## src/rtl/vend_sequencer_if.sv

```systemverilog
// Selection, restock and dispense signals of the vending sequencer, grouped for port use.
// The bench drives the master side; the sequencer implements the slave side.
interface vend_sequencer_if;
   logic        sel_valid;
   logic [3:0]  sel_index;
   logic        sel_ready;
   logic [7:0]  credit;
   logic        restock_valid;
   logic [3:0]  restock_index;
   logic [2:0]  restock_count;
   logic        reduceInventory;
   logic        reduceInventoryDone;
   logic [3:0]  curIndex;
   logic [23:0] curInventory;
   logic [1:0]  state;
   logic        vend_ok;
   logic        vend_fail;
   logic [1:0]  fail_code;
   logic [7:0]  change;
   logic        fault;

   modport master (
      output sel_valid, sel_index, credit, restock_valid, restock_index, restock_count,
             reduceInventoryDone,
      input  sel_ready, reduceInventory, curIndex, curInventory, state, vend_ok, vend_fail,
             fail_code, change, fault
   );

   modport slave (
      input  sel_valid, sel_index, credit, restock_valid, restock_index, restock_count,
             reduceInventoryDone,
      output sel_ready, reduceInventory, curIndex, curInventory, state, vend_ok, vend_fail,
             fail_code, change, fault
   );
endinterface

```

## src/rtl/vend_sequencer.sv

```systemverilog
// Vending sequencer: validates a selection, handshakes a dispense with timeout, and keeps
// an 8-slot 3-bit inventory with saturating restock. All outputs are registered.
module vend_sequencer #(
   parameter logic [7:0]  PRICE        = 8'd5,
   parameter int unsigned DONE_TIMEOUT = 16
) (
   input logic              clk,
   input logic              rst,
   vend_sequencer_if.slave  bus
);

   localparam int unsigned TmoW = $clog2(DONE_TIMEOUT + 1);

   typedef enum logic [1:0] {
      StIdle     = 2'd0,
      StCheck    = 2'd1,
      StDispense = 2'd2,
      StRelease  = 2'd3
   } state_e;

   state_e            state_q, state_d;
   logic [3:0]        idx_q, idx_d;
   logic [7:0]        credit_q, credit_d;
   logic [23:0]       inv_q, inv_d;
   logic              rinv_q, rinv_d;
   logic              ok_q, ok_d;
   logic              fail_q, fail_d;
   logic [1:0]        code_q, code_d;
   logic [7:0]        change_q, change_d;
   logic              fault_q, fault_d;
   logic              ready_q, ready_d;
   logic [TmoW-1:0]   tmo_q, tmo_d;

   logic              accept, done, timeout, dec;
   logic [2:0]        slot_cnt;
   logic              chk_fail;
   logic [1:0]        chk_code;
   logic [3:0]        slot_sum;

   assign accept  = bus.sel_valid && ready_q;
   assign done    = bus.reduceInventoryDone;
   assign timeout = !done && (tmo_q == TmoW'(DONE_TIMEOUT - 1));

   always_comb begin
      slot_cnt = 3'd0;
      for (int i = 0; i < 8; i++) begin
         if (idx_q[2:0] == 3'(i)) slot_cnt = inv_q[3*i +: 3];
      end
   end

   // Priority: bad slot, then empty slot, then insufficient credit.
   always_comb begin
      chk_fail = 1'b1;
      chk_code = 2'd0;
      if (idx_q[3])                chk_code = 2'd3;
      else if (slot_cnt == 3'd0)   chk_code = 2'd1;
      else if (credit_q < PRICE)   chk_code = 2'd2;
      else                         chk_fail = 1'b0;
   end

   always_ff @(posedge clk or posedge rst) begin
      if (rst) state_q <= StIdle;
      else     state_q <= state_d;
   end

   always_comb begin
      state_d = state_q;
      unique case (state_q)
         StIdle:     if (accept) state_d = StCheck;
         StCheck:    state_d = chk_fail ? StIdle : StDispense;
         StDispense: if (done) state_d = StRelease;
                     else if (timeout) state_d = StIdle;
         StRelease:  if (!done) state_d = StIdle;
         default:    state_d = StIdle;
      endcase
   end

   always_comb begin
      idx_d    = idx_q;
      credit_d = credit_q;
      rinv_d   = rinv_q;
      ok_d     = 1'b0;
      fail_d   = 1'b0;
      code_d   = code_q;
      change_d = change_q;
      fault_d  = fault_q;
      tmo_d    = tmo_q;
      dec      = 1'b0;
      unique case (state_q)
         StIdle: begin
            if (accept) begin
               idx_d    = bus.sel_index;
               credit_d = bus.credit;
            end
         end
         StCheck: begin
            if (chk_fail) begin
               fail_d = 1'b1;
               code_d = chk_code;
            end else begin
               rinv_d = 1'b1;
               tmo_d  = '0;
            end
         end
         StDispense: begin
            if (done) begin
               rinv_d = 1'b0;
               dec    = 1'b1;
            end else if (timeout) begin
               rinv_d  = 1'b0;
               fault_d = 1'b1;
               fail_d  = 1'b1;
               code_d  = 2'd3;
            end else begin
               tmo_d = tmo_q + 1'b1;
            end
         end
         StRelease: begin
            if (!done) begin
               ok_d     = 1'b1;
               change_d = credit_q - PRICE;
            end
         end
         default: ;
      endcase
      ready_d = (state_d == StIdle) && !fault_d;
   end

   // Restock saturates before the decrement so a same-edge pair never exceeds 6.
   always_comb begin
      inv_d    = inv_q;
      slot_sum = 4'd0;
      for (int i = 0; i < 8; i++) begin
         slot_sum = {1'b0, inv_q[3*i +: 3]};
         if (bus.restock_valid && !bus.restock_index[3] && bus.restock_index[2:0] == 3'(i)) begin
            slot_sum = slot_sum + {1'b0, bus.restock_count};
            if (slot_sum > 4'd7) slot_sum = 4'd7;
         end
         if (dec && idx_q[2:0] == 3'(i)) slot_sum = slot_sum - 4'd1;
         inv_d[3*i +: 3] = slot_sum[2:0];
      end
   end

   always_ff @(posedge clk or posedge rst) begin
      if (rst) begin
         idx_q    <= 4'd0;
         credit_q <= 8'd0;
         inv_q    <= 24'o77777777;
         rinv_q   <= 1'b0;
         ok_q     <= 1'b0;
         fail_q   <= 1'b0;
         code_q   <= 2'd0;
         change_q <= 8'd0;
         fault_q  <= 1'b0;
         ready_q  <= 1'b1;
         tmo_q    <= '0;
      end else begin
         idx_q    <= idx_d;
         credit_q <= credit_d;
         inv_q    <= inv_d;
         rinv_q   <= rinv_d;
         ok_q     <= ok_d;
         fail_q   <= fail_d;
         code_q   <= code_d;
         change_q <= change_d;
         fault_q  <= fault_d;
         ready_q  <= ready_d;
         tmo_q    <= tmo_d;
      end
   end

   assign bus.sel_ready       = ready_q;
   assign bus.reduceInventory = rinv_q;
   assign bus.curIndex        = idx_q;
   assign bus.curInventory    = inv_q;
   assign bus.state           = state_q;
   assign bus.vend_ok         = ok_q;
   assign bus.vend_fail       = fail_q;
   assign bus.fail_code       = code_q;
   assign bus.change          = change_q;
   assign bus.fault           = fault_q;

endmodule

```

## src/flat_wrapper.sv

```systemverilog
// flat-port wrapper written by rule: the top's interface ports become plain ports
module vend_sequencer_flat 
#(
   parameter logic [7:0]  PRICE        = 8'd5,
   parameter int unsigned DONE_TIMEOUT = 16
)
  (clk, rst, bus_sel_valid, bus_sel_index, bus_credit, bus_restock_valid, bus_restock_index, bus_restock_count, bus_reduceInventoryDone, bus_sel_ready, bus_reduceInventory, bus_curIndex, bus_curInventory, bus_state, bus_vend_ok, bus_vend_fail, bus_fail_code, bus_change, bus_fault);
  vend_sequencer_if bus_i ();
  input logic clk;
  input logic rst;
  input wire logic [$bits(bus_i.sel_valid)-1:0] bus_sel_valid;
  input wire logic [$bits(bus_i.sel_index)-1:0] bus_sel_index;
  input wire logic [$bits(bus_i.credit)-1:0] bus_credit;
  input wire logic [$bits(bus_i.restock_valid)-1:0] bus_restock_valid;
  input wire logic [$bits(bus_i.restock_index)-1:0] bus_restock_index;
  input wire logic [$bits(bus_i.restock_count)-1:0] bus_restock_count;
  input wire logic [$bits(bus_i.reduceInventoryDone)-1:0] bus_reduceInventoryDone;
  output wire logic [$bits(bus_i.sel_ready)-1:0] bus_sel_ready;
  output wire logic [$bits(bus_i.reduceInventory)-1:0] bus_reduceInventory;
  output wire logic [$bits(bus_i.curIndex)-1:0] bus_curIndex;
  output wire logic [$bits(bus_i.curInventory)-1:0] bus_curInventory;
  output wire logic [$bits(bus_i.state)-1:0] bus_state;
  output wire logic [$bits(bus_i.vend_ok)-1:0] bus_vend_ok;
  output wire logic [$bits(bus_i.vend_fail)-1:0] bus_vend_fail;
  output wire logic [$bits(bus_i.fail_code)-1:0] bus_fail_code;
  output wire logic [$bits(bus_i.change)-1:0] bus_change;
  output wire logic [$bits(bus_i.fault)-1:0] bus_fault;
  assign bus_i.sel_valid = bus_sel_valid;
  assign bus_i.sel_index = bus_sel_index;
  assign bus_i.credit = bus_credit;
  assign bus_i.restock_valid = bus_restock_valid;
  assign bus_i.restock_index = bus_restock_index;
  assign bus_i.restock_count = bus_restock_count;
  assign bus_i.reduceInventoryDone = bus_reduceInventoryDone;
  assign bus_sel_ready = bus_i.sel_ready;
  assign bus_reduceInventory = bus_i.reduceInventory;
  assign bus_curIndex = bus_i.curIndex;
  assign bus_curInventory = bus_i.curInventory;
  assign bus_state = bus_i.state;
  assign bus_vend_ok = bus_i.vend_ok;
  assign bus_vend_fail = bus_i.vend_fail;
  assign bus_fail_code = bus_i.fail_code;
  assign bus_change = bus_i.change;
  assign bus_fault = bus_i.fault;
  vend_sequencer #(.PRICE(PRICE), .DONE_TIMEOUT(DONE_TIMEOUT)) u_core (.clk(clk), .rst(rst), .bus(bus_i));
endmodule
```

## config.mk

```make
export PLATFORM = sky130hd
export DESIGN_NAME = vend_sequencer_flat
export DESIGN_NICKNAME = d
export VERILOG_FILES = /design/src/rtl/vend_sequencer_if.sv /design/src/rtl/vend_sequencer.sv /design/src/flat_wrapper.sv
export SDC_FILE = /design/constraint.sdc
export NUM_CORES = 1
export LEC_CHECK = 0
export ABC_AREA = 1
export CAP_MARGIN = 5
export CORE_MARGIN = 3
export CORE_UTILIZATION = 49
export DETAILED_ROUTE_END_ITERATION = 10
export GPL_TIMING_DRIVEN = 0
export PLACE_DENSITY = 0.75
export SYNTH_ARGS = -nofsm -noshare
export SYNTH_HDL_FRONTEND = slang
export SYNTH_SLANG_ARGS = --single-unit
```

## constraint.sdc

```tcl
create_clock -name clk -period 2.4 [get_ports clk]
set_clock_uncertainty 0.05 [all_clocks]
set_input_delay 0.72 -clock clk [delete_from_list [all_inputs] [get_ports clk]]
set_output_delay 0.72 -clock clk [all_outputs]
set_load 0.005 [all_outputs]
```

==> out/qor.csv <==
metric,value,unit
status,"complete, no violations",
pre_cts_ws,-1.11,ns
r2r_cells,7,
synth-seq-cells,58,
hold_path_depth,2,
ctsLongestPathBuffers,2,
hp-start,u_core.bus.change[0]$_DFFE_PP0P_,
grt_util_all_layers,21.1,%
synth.avg_cell_area,8.82,sq um
viasPerCell,5.24,
die_h,95.6,um
nets,602,
critical_path_buf_inv_count,4,
p_leak,2.25,nW
n_fill_cell,655,
drtAntennaViolNets,0,
critPathRequiredTime,2.61,ns
vias,3339,
path_delay_family,buffers and inverters,
grt_setup_unrepaired,yes,
fin_util,64.9,%
critical_path_class,input pin to flip-flop,
dp_hpwl,6730,um
power,0.00395,W
reg2reg_from,u_core.bus.state[0]$_DFF_PP0_,
core,7770,sq um
regToRegEndpoint,u_core.bus.curInventory[20]$_DFF_PP1_,
start_util,50.6,%
synth_edf_count,0,
dpl-instance-area,4760,sq um
relSlewSlack,46.0,%
startpoint,bus_restock_valid,
die_area,9140,sq um
finalHoldViolCount,0,
drt_first_pass_iters,5,
grt_max_degree,33,
slew_violations,0,
hold_buffers,0,
ios,69,
design_area,5040,sq um
clockRootBuffer,clkbuf_8,
syn_area,3930,sq um
ir_worst_vdd,586,uV
syn_inst,446,
synthDistinctLibCells,34,
hold_end,u_core.bus.change[0]$_DFFE_PP0P_,
grt_overflow,0,
die_w,95.6,um
area_delta_synth_final,28.1,%
worst_slack,0.142,ns
reg2reg_slack,0.22,ns
slowest_delay,0.45,ns
remaining_drc_errors,0,
synth_top_area_share,21.0,%
maxCapViolCount,0,
diodes,0,
portBuffers,68,
post_route_cells_drive_above_1_share,16.1,%
cp-start-kind,input pin,
clock.fmax,443,MHz
clk_pin_slew,0.07,ns
tightest_slew,0.803,ns
period_share,94.1,%
rows,32,
worstHoldPathType,flip-flop to flip-flop,
htreeDepth,3,
yosysSeqAreaShare,37.7,%
worstPathArrival,2.47,ns
yosysTopAreaCell,dfrtp_1,
routed_wl,9060,um
clock_latency,0.34,ns
powerDensity,783,nW/um^2
cts_buffers,9,
antenna_found_initial,0,
wl_per_cell,14.2,um
cp_max_fo,6,
most-common-layout-cells,"nand2_1 (71), clkdlybuf4s50_1 (65), nor2_1 (43), inv_1 (39), ha_1 (38)",
setup_viol,0,
synth_ff_type,dfrtp_1,
final_common_cell,nand2_1,
syn_nets,518,
synthTopCellsByArea,"dfrtp_1 (21%), dfstp_2 (17%), ha_1 (13%), nand2_1 (6.8%), nor2_1 (4.9%)",
globalplace.congestion,0.823,
grt_pass1_vias,3323,
async_flop_share,100,%
cts_sinks,58,
crit_chain,"clkdlybuf4s50_1, inv_1, nor2_1, inv_1, nor2_1, inv_2, nor2_2, nand3b_1, o21ai_0, ha_1, nand2_1, xor2_1",
cpMaxStageDelayCell,clkdlybuf4s50_1,
whs,0.442,ns
yosys_warnings,0,
grt_first_pass_wirelength,15000,um
drt_iter0_drc,134,
worstSetupEndpointType,flip-flop,
cts_tree,done,
min_period,2.26,ns
per-layer routing:
layer  track usage (%)  wire, um  up-vias
li1                  -         -     1659
met1              26.3      3930     1575
met2              34.9      4400       87
met3              5.05       537       18
met4              8.53       202        0
met5                 0         0        -
worst max-delay path by stage:
stage	endpoint	slack, ns	depth (start not counted)
global placement	u_core.bus.curInventory[23]$_DFF_PP1_	-1.04	9
finish	u_core.bus.curInventory[8]$_DFF_PP1_	0.14	12
CTS	u_core.bus.curInventory[2]$_DFF_PP1_	0.002	12
detailed placement	u_core.bus.curInventory[23]$_DFF_PP1_	-1.11	9
floorplan	u_core.bus.curInventory[2]$_DFF_PP1_	0.23	11
global route	u_core.bus.curInventory[23]$_DFF_PP1_	-0.05	12
registers in the layout, indices dropped and copies added, names as in the netlist:
name                        cells
u_core.tmo_q                    5
u_core.bus.fail_code            2
u_core.bus.vend_fail            1
u_core.bus.curIndex             4
u_core.credit_q                 8
u_core.bus.change               8
u_core.bus.sel_ready            1
u_core.bus.reduceInventory      1
u_core.bus.state                2
u_core.bus.curInventory        24
u_core.bus.vend_ok              1
u_core.bus.fault                1
power breakdown:
group          switching (W)  internal [W]
Clock               0.000440      0.000486
Sequential          0.000222       0.00127
Combinational       0.000703      0.000828
cell usage after synthesis (all sizes together) (9+ instances only):
cell / instances
nand2: 75
nor2: 54
inv: 46
ha: 40
o21ai: 35
dfrtp: 33
nand3: 26
dfstp: 25
a21oi: 19
xor2: 15
xnor2: 13
nand3b: 12
nor3: 9
worst min-delay path: stages, from the launching register on:
cell and delay [ns]:
dfrtp_1 0.35, nand2_1 0.05, o21ai_0 0.06
cell families (layout without fill, tap and decap cells):
kind of cell / count (synthesis) / in the layout / share of synthesized area, %
AO/OA/AOI/OAI: 66 / 66 / 9.16
XOR/XNOR: 28 / 28 / 6.23
adder cells (fa/ha/maj): 48 / 48 / 16.8
buffers and inverters: 50 / 139 / 4.83
flip-flops: 58 / 58 / 37.7
multiplexers: 11 / 11 / 2.89
AND/OR/NAND/NOR: 185 / 185 / 22.4
area by class of cell:
class / instances / area (sq um) / share of cell area, %
sequential: 58 / 1480 / 29.4
clock inverter: 7 / 78.8 / 1.56
multi-input combinational: 338 / 2320 / 46.0
buffer: 4 / 17.5 / 0.347
clock buffer: 9 / 124 / 2.46
inverter: 46 / 173 / 3.43
timing repair buffer: 73 / 718 / 14.2
tap: 102 / 128 / 2.53
repair_timing:
| item | 4_1_cts | 5_1_grt |
|---|---|---|
| pin swaps | 0 | 4 |
| gates resized for setup | 12 | 25 |
| setup endpoints to repair | 24 | 16 |
| setup buffers | 0 | 4 |
metrics by stage:
step,setup TNS (ns),std cells
after global routing,-0.194,637
after global placement,-56.88,616
after floorplan,0,446
after CTS,0,633
final,0,637
after detailed placement,-22.74,617
Power figures use the tool's default switching activity.
